$ cat config.mk
export PLATFORM = sky130hd
export DESIGN_NAME = stopwatch_controller
export DESIGN_NICKNAME = d
export VERILOG_FILES = /design/src/rtl/stopwatch_pkg.sv /design/src/rtl/stopwatch_controller_button_conditioner.sv /design/src/rtl/stopwatch_controller.sv
export SDC_FILE = /design/constraint.sdc
export NUM_CORES = 1
export LEC_CHECK = 0
export CAP_MARGIN = 15
export CELL_PAD_IN_SITES_DETAIL_PLACEMENT = 0
export CELL_PAD_IN_SITES_GLOBAL_PLACEMENT = 2
export CORE_ASPECT_RATIO = 0.75
export CORE_MARGIN = 8
export CORE_UTILIZATION = 44
export DETAILED_ROUTE_END_ITERATION = 10
export GPL_TIMING_DRIVEN = 0
export PLACE_DENSITY = 0.9
export SETUP_SLACK_MARGIN = 0.02
export SLEW_MARGIN = 40
export SYNTH_ARGS = -nofsm -noshare
export SYNTH_HDL_FRONTEND = slang
export SYNTH_HIERARCHICAL = 1
export SYNTH_SLANG_ARGS = --single-unit
$ cat constraint.sdc
create_clock -name clk -period 5 [get_ports clk]
set_input_delay 1 -clock clk [delete_from_list [all_inputs] [get_ports clk]]
set_output_delay 1 -clock clk [all_outputs]
set_load 0.1 [all_outputs]
$ cat src/rtl/stopwatch_pkg.sv
// Shared definitions for the stopwatch control sequencer.
//   state_t          : FSM encoding, also driven out on the debug state port
//   DEF_CLK_HZ       : default board clock frequency
//   DEF_TICK_HZ      : default count-enable rate
//   DEF_DEBOUNCE_CYCLES : default stable-level time before a button change is accepted
package stopwatch_pkg;

  typedef enum logic [1:0] {
    IDLE    = 2'b00,
    RUNNING = 2'b01,
    LAP     = 2'b10,
    PAUSED  = 2'b11
  } state_t;

  localparam int DEF_CLK_HZ          = 50_000_000;
  localparam int DEF_TICK_HZ         = 1;
  localparam int DEF_DEBOUNCE_CYCLES = 1_000_000;

endpackage

$ cat src/rtl/stopwatch_controller_button_conditioner.sv
// button_conditioner: turns one raw asynchronous push-button into a clean
// debounced level and a single-cycle press pulse.
//   clk    in  system clock
//   reset  in  asynchronous active-low reset
//   raw_in in  raw active-high button
//   level  out debounced button level
//   press  out one-cycle pulse on each accepted rising edge of level
module button_conditioner #(
  parameter int DEBOUNCE_CYCLES = 1_000_000
) (
  input  logic clk,
  input  logic reset,
  input  logic raw_in,
  output logic level,
  output logic press
);

  localparam int CNT_W = (DEBOUNCE_CYCLES > 1) ? $clog2(DEBOUNCE_CYCLES) : 1;
  localparam logic [CNT_W-1:0] CNT_MAX = CNT_W'(DEBOUNCE_CYCLES - 1);

  logic             s1;
  logic             s2;
  logic             db;
  logic             db_d;
  logic [CNT_W-1:0] cnt;

  always_ff @(posedge clk or negedge reset) begin
    if (!reset) begin
      s1    <= 1'b0;
      s2    <= 1'b0;
      db    <= 1'b0;
      db_d  <= 1'b0;
      cnt   <= '0;
      press <= 1'b0;
    end else begin
      s1    <= raw_in;
      s2    <= s1;
      db_d  <= db;
      // press is registered off db so it lands one edge after db flips
      press <= db & ~db_d;
      if (s2 == db) begin
        cnt <= '0;
      end else if (cnt == CNT_MAX) begin
        db  <= s2;
        cnt <= '0;
      end else begin
        cnt <= cnt + 1'b1;
      end
    end
  end

  assign level = db;

endmodule

$ cat src/rtl/stopwatch_controller.sv
// stopwatch_controller: start/stop/lap/clear sequencer for the stopwatch
// datapath. Conditions both buttons, runs the control FSM and divides the
// board clock into the count-enable tick.
//   clk            in  system clock
//   reset          in  asynchronous active-low reset
//   btn_start_stop in  raw start/stop button
//   btn_lap_clear  in  raw lap/clear button
//   tick           out one-cycle count enable, every TICK_DIV cycles while counting
//   count_clear    out one-cycle counter clear
//   display_freeze out high while a lap is held
//   running        out high in RUNNING or LAP
//   state          out current FSM state (debug)
//
// state   | meaning
// IDLE    | stopped, prescaler zeroed; lap button clears the counter
// RUNNING | counting, display live
// LAP     | counting, display frozen
// PAUSED  | stopped, partial second kept in the prescaler
module stopwatch_controller
  import stopwatch_pkg::*;
#(
  parameter int CLK_HZ          = DEF_CLK_HZ,
  parameter int TICK_HZ         = DEF_TICK_HZ,
  parameter int DEBOUNCE_CYCLES = DEF_DEBOUNCE_CYCLES
) (
  input  logic       clk,
  input  logic       reset,
  input  logic       btn_start_stop,
  input  logic       btn_lap_clear,
  output logic       tick,
  output logic       count_clear,
  output logic       display_freeze,
  output logic       running,
  output logic [1:0] state
);

  localparam int TICK_DIV = CLK_HZ / TICK_HZ;
  localparam int PRE_W    = $clog2(TICK_DIV);
  localparam logic [PRE_W-1:0] PRE_MAX = PRE_W'(TICK_DIV - 1);

  localparam logic [1:0] ST_IDLE    = IDLE;
  localparam logic [1:0] ST_RUNNING = RUNNING;
  localparam logic [1:0] ST_LAP     = LAP;
  localparam logic [1:0] ST_PAUSED  = PAUSED;

  logic             start_press;
  logic             lap_press;
  logic [1:0]       state_q;
  logic [1:0]       next_state;
  logic             clear_nxt;
  logic             counting;
  logic [PRE_W-1:0] pre;

  button_conditioner #(.DEBOUNCE_CYCLES(DEBOUNCE_CYCLES)) u_btn_start (
    .clk    (clk),
    .reset  (reset),
    .raw_in (btn_start_stop),
    .level  (),
    .press  (start_press)
  );

  button_conditioner #(.DEBOUNCE_CYCLES(DEBOUNCE_CYCLES)) u_btn_lap (
    .clk    (clk),
    .reset  (reset),
    .raw_in (btn_lap_clear),
    .level  (),
    .press  (lap_press)
  );

  // start_stop is tested first everywhere, so a simultaneous lap press is dropped
  always_comb begin
    next_state = state_q;
    clear_nxt  = 1'b0;
    case (state_q)
      ST_IDLE: begin
        if (start_press)    next_state = ST_RUNNING;
        else if (lap_press) clear_nxt  = 1'b1;
      end
      ST_RUNNING: begin
        if (start_press)    next_state = ST_PAUSED;
        else if (lap_press) next_state = ST_LAP;
      end
      ST_LAP: begin
        if (start_press)    next_state = ST_PAUSED;
        else if (lap_press) next_state = ST_RUNNING;
      end
      default: begin
        if (start_press) begin
          next_state = ST_RUNNING;
        end else if (lap_press) begin
          next_state = ST_IDLE;
          clear_nxt  = 1'b1;
        end
      end
    endcase
  end

  assign counting = (state_q == ST_RUNNING) || (state_q == ST_LAP);

  always_ff @(posedge clk or negedge reset) begin
    if (!reset) begin
      state_q        <= ST_IDLE;
      pre            <= '0;
      tick           <= 1'b0;
      count_clear    <= 1'b0;
      display_freeze <= 1'b0;
      running        <= 1'b0;
    end else begin
      state_q <= next_state;
      // tick follows the state we were in, even on a transition edge
      if (counting) begin
        pre <= (pre == PRE_MAX) ? '0 : pre + 1'b1;
      end else if (next_state == ST_IDLE) begin
        pre <= '0;
      end
      tick           <= counting && (pre == PRE_MAX);
      count_clear    <= clear_nxt;
      display_freeze <= (next_state == ST_LAP);
      running        <= (next_state == ST_RUNNING) || (next_state == ST_LAP);
    end
  end

  assign state = state_q;

endmodule
==> metrics.cfg, run 1 <==
[timing]
rsz0062_at_grt = false
hold_viol = 0
setup_viol = 0
period_needed_ns = 2.60
fin_hold_ws_ns = 0.348
drv_slew = 0
tightest_slew_ns = 0.674
fin_skew_ns = 0.00643
fin_crit_sh = 0.520
relSlewSlack = 0.547
max_freq_mhz = 385

[setup_path]
crit_arrival_ns = 2.85
endpoint_kind = flip-flop
critPathMaxFanout = 10
setup.worst_path.start_class = flip-flop
path_class = flip-flop to flip-flop
worstPathRequired_ns = 5.25

[placed_design]
place_area_sq_um = 4500
gp_congestion = 0.784
port_buffers = 9
dp_hpwl_microns = 6280

[power_and_ir_drop]
ir_worst_vdd_uv = 171
p_per_area_nw_per_um2 = 283
p_total_w = 0.00136
leakagePower_nw = 1.97

[logic_synthesis]
yosys_warnings = 6
synth_seq_cells = 82
synth_ff_type = dfrtp_1
synth_top_area_share = 0.484
synth_seq_area_share = 0.484
async_flop_share = 1.00
synth_nets = 446
synth_area_leaders = dfrtp_1 48%, xnor2_1 4.5%, nor2_1 4.5%, nand3_1 3.3%, nand2_1 3.1%
netlist_instances = 433
synthesis.area_sq_um = 4240
avgSynthCellArea_sq_um = 9.80
synth_top_area_cell = dfrtp_1
synth_cell_types = 47
synth_edf_count = 0

[floorplan]
pin_count = 10
start_util = 0.446
core_area_sq_um = 9500
die-height_microns = 101
placementRows = 31
die_area_sq_um = 13100
die_w_microns = 129

[finish]
seq_area_sq_um = 2050
multiInputGateArea_sq_um = 2060
fin_area_sq_um = 4800
final_net_count = 467
nFillCells = 875
antenna_cells = 0
final_layout_size_suffix_gt1_frac = 0.107
area_growth_pct = 13.1

[clocking]
cts-htree-levels = 3
clk_pin_slew_ns = 0.06
cts_buffers = 9
numClockSinks = 82
holdBufCountCts = 0
cts_tree = yes
post_cts_buffers = 0
cts_root_buffer = clkbuf_16
cts_resized = 0
cts_buffer_depth = 2
clock_latency_ns = 0.33

[min_path]
hp-class = flip-flop to flip-flop

[global_route]
antenna_found_initial = 0
grt_use_total = 0.155
grt_pass1_vias = 3144
grt_max_degree = 60
overflow = 0
grt_first_pass_wirelength_microns = 15900

[detailed_routing]
wl_microns = 9060
dr.pass1.iters = 4
wl_per_cell_microns = 15.3
first_iter_violations = 315
ant_nets = 0
vias = 3259
via_per_inst = 5.51
drc_errors = 0

[job]
maxCapViolations = 0

[outcome]
status = finished clean

[critical path: stages, from the launching register on]
cell	delay (ns)
dfrtp_1	0.42
inv_1	0.09
ha_1	0.27
clkbuf_1	0.39
a21boi_2	0.54
clkbuf_1	0.49
a21oi_1	0.13
a31oi_1	0.17
[path summary, 6_finish.rpt]
check,from,endpoint,slack (ns),depth (start not counted)
worst max-delay path,state[1],pre[8],2.40,7
worst min-delay path,u_btn_lap/s1,u_btn_lap/s2,0.35,0
worst max register to register,state[1],pre[8],2.40,7
worst min register to register,u_btn_lap/s1,u_btn_lap/s2,0.35,0
max in group asynchronous,reset,u_btn_start/cnt[11],3.94,2
min in group asynchronous,reset,u_btn_lap/cnt[10],0.52,1
[cell type report]
cell class,instances,area share
multi-input cells,322,0.429
flip-flops and latches,82,0.428
clock buffers,13,0.0584
well taps,132,0.0344
repair buffers,10,0.0185
plain buffers,13,0.0149
inverters,16,0.0125
clock inverters,3,0.00443
[cells in the final DEF (no fill, tap or decap), types with 10 or more instances in the layout]
master,Yosys,layout
nor4_1,12,12
nand3_1,28,28
buf_2,5,11
xnor2_1,22,22
nand2_1,35,35
nor2_1,51,51
inv_1,16,16
a21oi_1,17,17
nor3_1,13,13
o21ai_0,14,14
xor2_1,10,10
a31oi_1,15,15
dfrtp_1,82,82
nand4_1,15,15
[state kept, by name (all words and copies together) (netlist names)]
name,flops
u_btn_start/s2,1
display_freeze,1
u_btn_start/press,1
u_btn_start/cnt,20
u_btn_lap/press,1
u_btn_start/s1,1
u_btn_lap/s1,1
pre,26
state,2
u_btn_start/db_d,1
u_btn_start/level,1
running,1
u_btn_lap/db_d,1
u_btn_lap/cnt,20
u_btn_lap/level,1
tick,1
count_clear,1
u_btn_lap/s2,1
[synthesized netlist by cell type, types with 6 or more instances]
cell	instances
dfrtp_1	82
nor2_1	51
a21oi_1	17
and4_1	6
nor4_1	12
xor2_1	10
a31oi_1	15
ha_1	9
o21ai_0	14
nand4_1	15
xnor2_1	22
inv_1	16
nand2_1	35
mux2i_1	6
and3_1	8
nand3_1	28
nor3_1	13
[cells by family after synthesis]
logic type      count (synthesis)  share of synthesized area
compound gates                 70                      0.107
xor+xnor                       32                     0.0661
fa+ha+maj                       9                     0.0265
buf+inv                        29                     0.0310
flops                          82                      0.484
mux                             9                     0.0221
simple gates                  202                      0.264
[per-layer routing]
| layer | GRT usage | vias to the layer above | part of all wire |
|---|---|---|---|
| li1 | - | 1619 | - |
| met1 | 0.232 | 1573 | 0.54 |
| met2 | 0.205 | 63 | 0.40 |
| met3 | 0.0418 | 4 | 0.054 |
| met4 | 0.0567 | 0 | 0.0075 |
| met5 | 0 | - | 0 |
[power by group]
part	switching, W	total [W]	internal (W)
clock network	0.000260	0.000651	0.000391
logic	0.0000218	0.0000313	0.00000954
registers	0.00000551	0.000675	0.000669
total	0.000287	0.00136	0.00107
[stage by stage]
stage | setup TNS (ns) | std cells | util | worst slack, ns
4_1_cts | 0 | 591 | 0.505 | 2.42
3_5_place_dp | 0 | 575 | 0.473 | 2.43
5_1_grt | 0 | 591 | 0.505 | 2.15
3_3_place_gp | -4.84 | 574 | 0.473 | -0.0658
6_report | 0 | 591 | 0.505 | 2.40
2_1_floorplan | 0 | 433 | - | 2.31
Note: power is estimated with default switching activity, not from simulation.
==> run 2, diff against run 1 <==
--- a/config.mk
+++ b/config.mk
@@ -10,10 +10,10 @@
 export CELL_PAD_IN_SITES_GLOBAL_PLACEMENT = 2
 export CORE_ASPECT_RATIO = 0.75
 export CORE_MARGIN = 8
-export CORE_UTILIZATION = 44
+export CORE_UTILIZATION = 40
 export DETAILED_ROUTE_END_ITERATION = 10
 export GPL_TIMING_DRIVEN = 0
-export PLACE_DENSITY = 0.9
+export PLACE_DENSITY = 0.83
 export SETUP_SLACK_MARGIN = 0.02
 export SLEW_MARGIN = 40
 export SYNTH_ARGS = -nofsm -noshare
==> constraint.sdc (replaced) <==
create_clock -name clk -period 2.7 [get_ports clk]
set_input_delay 0.54 -clock clk [delete_from_list [all_inputs] [get_ports clk]]
set_output_delay 0.54 -clock clk [all_outputs]
set_load 0.1 [all_outputs]
==> run 2 against run 1 <==
Compared with the run above: design area is 0.76% higher; register-to-register slack lost 2.1 ns; die area increased by 8.6%; maximum frequency increased by 9.5%; first-iteration DRC count down 39%; flip-flop and latch count unchanged; hold slack lost 0.27 ns; count of clock-buffer cells in the layout did not move; cell count up 0.51%; non-clock buffer count is the same; critical endpoint is now pre[11].
==> metrics.cfg, run 2 (same netlist as run 1, synthesis figures left out) <==
[outcome]
status = finished clean

[detailed_routing]
wl_microns = 9330
wl_per_cell_microns = 15.7
ant_nets = 0
dr.pass1.iters = 4
first_iter_violations = 191
drc_errors = 0
via_per_inst = 5.53
vias = 3287

[power_and_ir_drop]
intPower_w = 0.00211
p_comb_frac = 0.023
ir_worst_vdd_uv = 303
p_sw_w = 0.000507
p_sw_frac = 0.193
p_clk_frac = 0.500
leakagePower_nw = 1.99
p_per_area_nw_per_um2 = 542
p_total_w = 0.00262
pwr-share-seq = 0.477

[placed_design]
place_area_sq_um = 4500
dp.cells = 579
gp_congestion = 0.776
dp_hpwl_microns = 6560
port_buffers = 9

[setup_path]
critPathMaxFanout = 10
path_class = flip-flop to flip-flop
worstPathRequired_ns = 2.94
cp_slowest_cell = dfrtp_2
crit_arrival_ns = 2.61
setup.worst_path.start_class = flip-flop
max_stage_delay_ns = 0.44
path_cells = inv_1 -> ha_1 -> nor2_1 -> o21ai_0 -> o21ai_0 -> and2_1 -> ha_1 -> or2_2 -> clkbuf_1 -> a31oi_1
endpoint_kind = flip-flop

[clocking]
holdBufCountCts = 0
clk_pin_slew_ns = 0.06
cts_buffers = 9
cts_buffer_depth = 2
cts-htree-levels = 3
cts_tree = yes
numClockSinks = 82
clock_latency_ns = 0.33
cts_root_buffer = clkbuf_16

[global_route]
antenna_found_initial = 0
grt_max_degree = 56
grt_pass1_vias = 3160
overflow = 0
grt_use_total = 0.142
grt_first_pass_wirelength_microns = 16300

[floorplan]
die_area_sq_um = 14200
die_w_microns = 135
core_area_sq_um = 10300
pin_count = 10
start_util = 0.412
die-height_microns = 105
placementRows = 32

[finish]
final_cell_count_no_fill = 594
regMostFlops = pre
final_cell_mix = 80 x dfrtp_1, 51 x nor2_1, 35 x nand2_1
area_growth_pct = 14.0
largest_reg_flops = 26
fin_area_sq_um = 4830
top_regs = pre: 26 flops, u_btn_lap/cnt: 20 flops, u_btn_start/cnt: 20 flops
antenna_cells = 0
final_net_count = 467
final_layout_size_suffix_gt1_frac = 0.109
final_common_cell = dfrtp_1

[timing]
drv_slew = 0
fin_crit_sh = 0.879
tightest_slew_ns = 0.715
finalSetupTns_ns = 0
fin_skew_ns = 0.00542
fin_hold_ws_ns = 0.0776
period_needed_ns = 2.37
relSlewSlack = 0.520
setup_viol = 0
hold_viol = 0
rsz0062_at_grt = false
max_freq_mhz = 421

[min_path]
hp-class = primary input to asynchronous set/reset pin

[job]
maxCapViolations = 0

## run 2: stage by stage
stage / setup slack (ns) / utilization
2_1_floorplan: 0.342 / -
3_3_place_gp: -2.32 / 0.438
3_5_place_dp: 0.120 / 0.438
4_1_cts: 0.103 / 0.469
5_1_grt: 0.0581 / 0.470
6_report: 0.327 / 0.470
## run 2: power by group through the flow
stage	logic, W	clock network [W]	registers (W)
floorplan	0.0000208	0	0.00127
global placement	0.0000564	0	0.00127
detailed placement	0.0000617	0	0.00127
CTS	0.0000619	0.00135	0.00125
global route	0.0000689	0.00139	0.00125
finish	0.0000594	0.00131	0.00125
## run 2: worst paths after layout
path | cells after the start | endpoint | slack, ns | startpoint
max | 10 | pre[11] | 0.33 | state[0]
min | 1 | u_btn_lap/cnt[18] | 0.08 | reset
max reg2reg | 10 | pre[11] | 0.33 | state[0]
min reg2reg | 0 | u_btn_lap/s2 | 0.35 | u_btn_lap/s1
max in group asynchronous | 2 | state[1] | 2.05 | reset
min in group clk | 0 | u_btn_lap/s2 | 0.35 | u_btn_lap/s1
## run 2: critical path: cells and delay by family, from the launching register on
kind / cells / cell delay (ns)
buf+inv: 2 / 0.38
flops: 1 / 0.44
compound gates: 3 / 0.50
simple gates: 3 / 0.57
fa+ha+maj: 2 / 0.41
## run 2: layout make-up
cell class                 instances  area, sq um
tap                              136          170
fill                             944         5460
buffer                            13         73.8
clock buffer                      13          260
timing repair buffer              10         88.8
clock inverter                     2         60.1
sequential                        82         2050
multi-input combinational        322         2070
inverter                          16         60.1
## run 2: repair_timing
| action | 4_1_cts | 5_1_grt |
|---|---|---|
| buffers inserted | 0 | 0 |
| setup endpoints to repair | 0 | 20 |
| resized for setup | 0 | 5 |
## run 2: per-layer routing
metal / vias up / part of all wire / global-route usage
met2: 61 / 0.40 / 0.192
li1: 1615 / - / -
met3: 13 / 0.038 / 0.0368
met1: 1598 / 0.55 / 0.213
met4: 0 / 0.011 / 0.0456
met5: - / 0 / 0
==> run 3, diff against run 2 <==
--- a/config.mk
+++ b/config.mk
@@ -11,6 +11,7 @@
 export CORE_ASPECT_RATIO = 0.75
 export CORE_MARGIN = 8
 export CORE_UTILIZATION = 40
+export CTS_CLUSTER_DIAMETER = 120
 export DETAILED_ROUTE_END_ITERATION = 10
 export GPL_TIMING_DRIVEN = 0
 export PLACE_DENSITY = 0.83
==> results of run 3 <==
No change in the layout: final DEF, timing and power equal those of run 2.
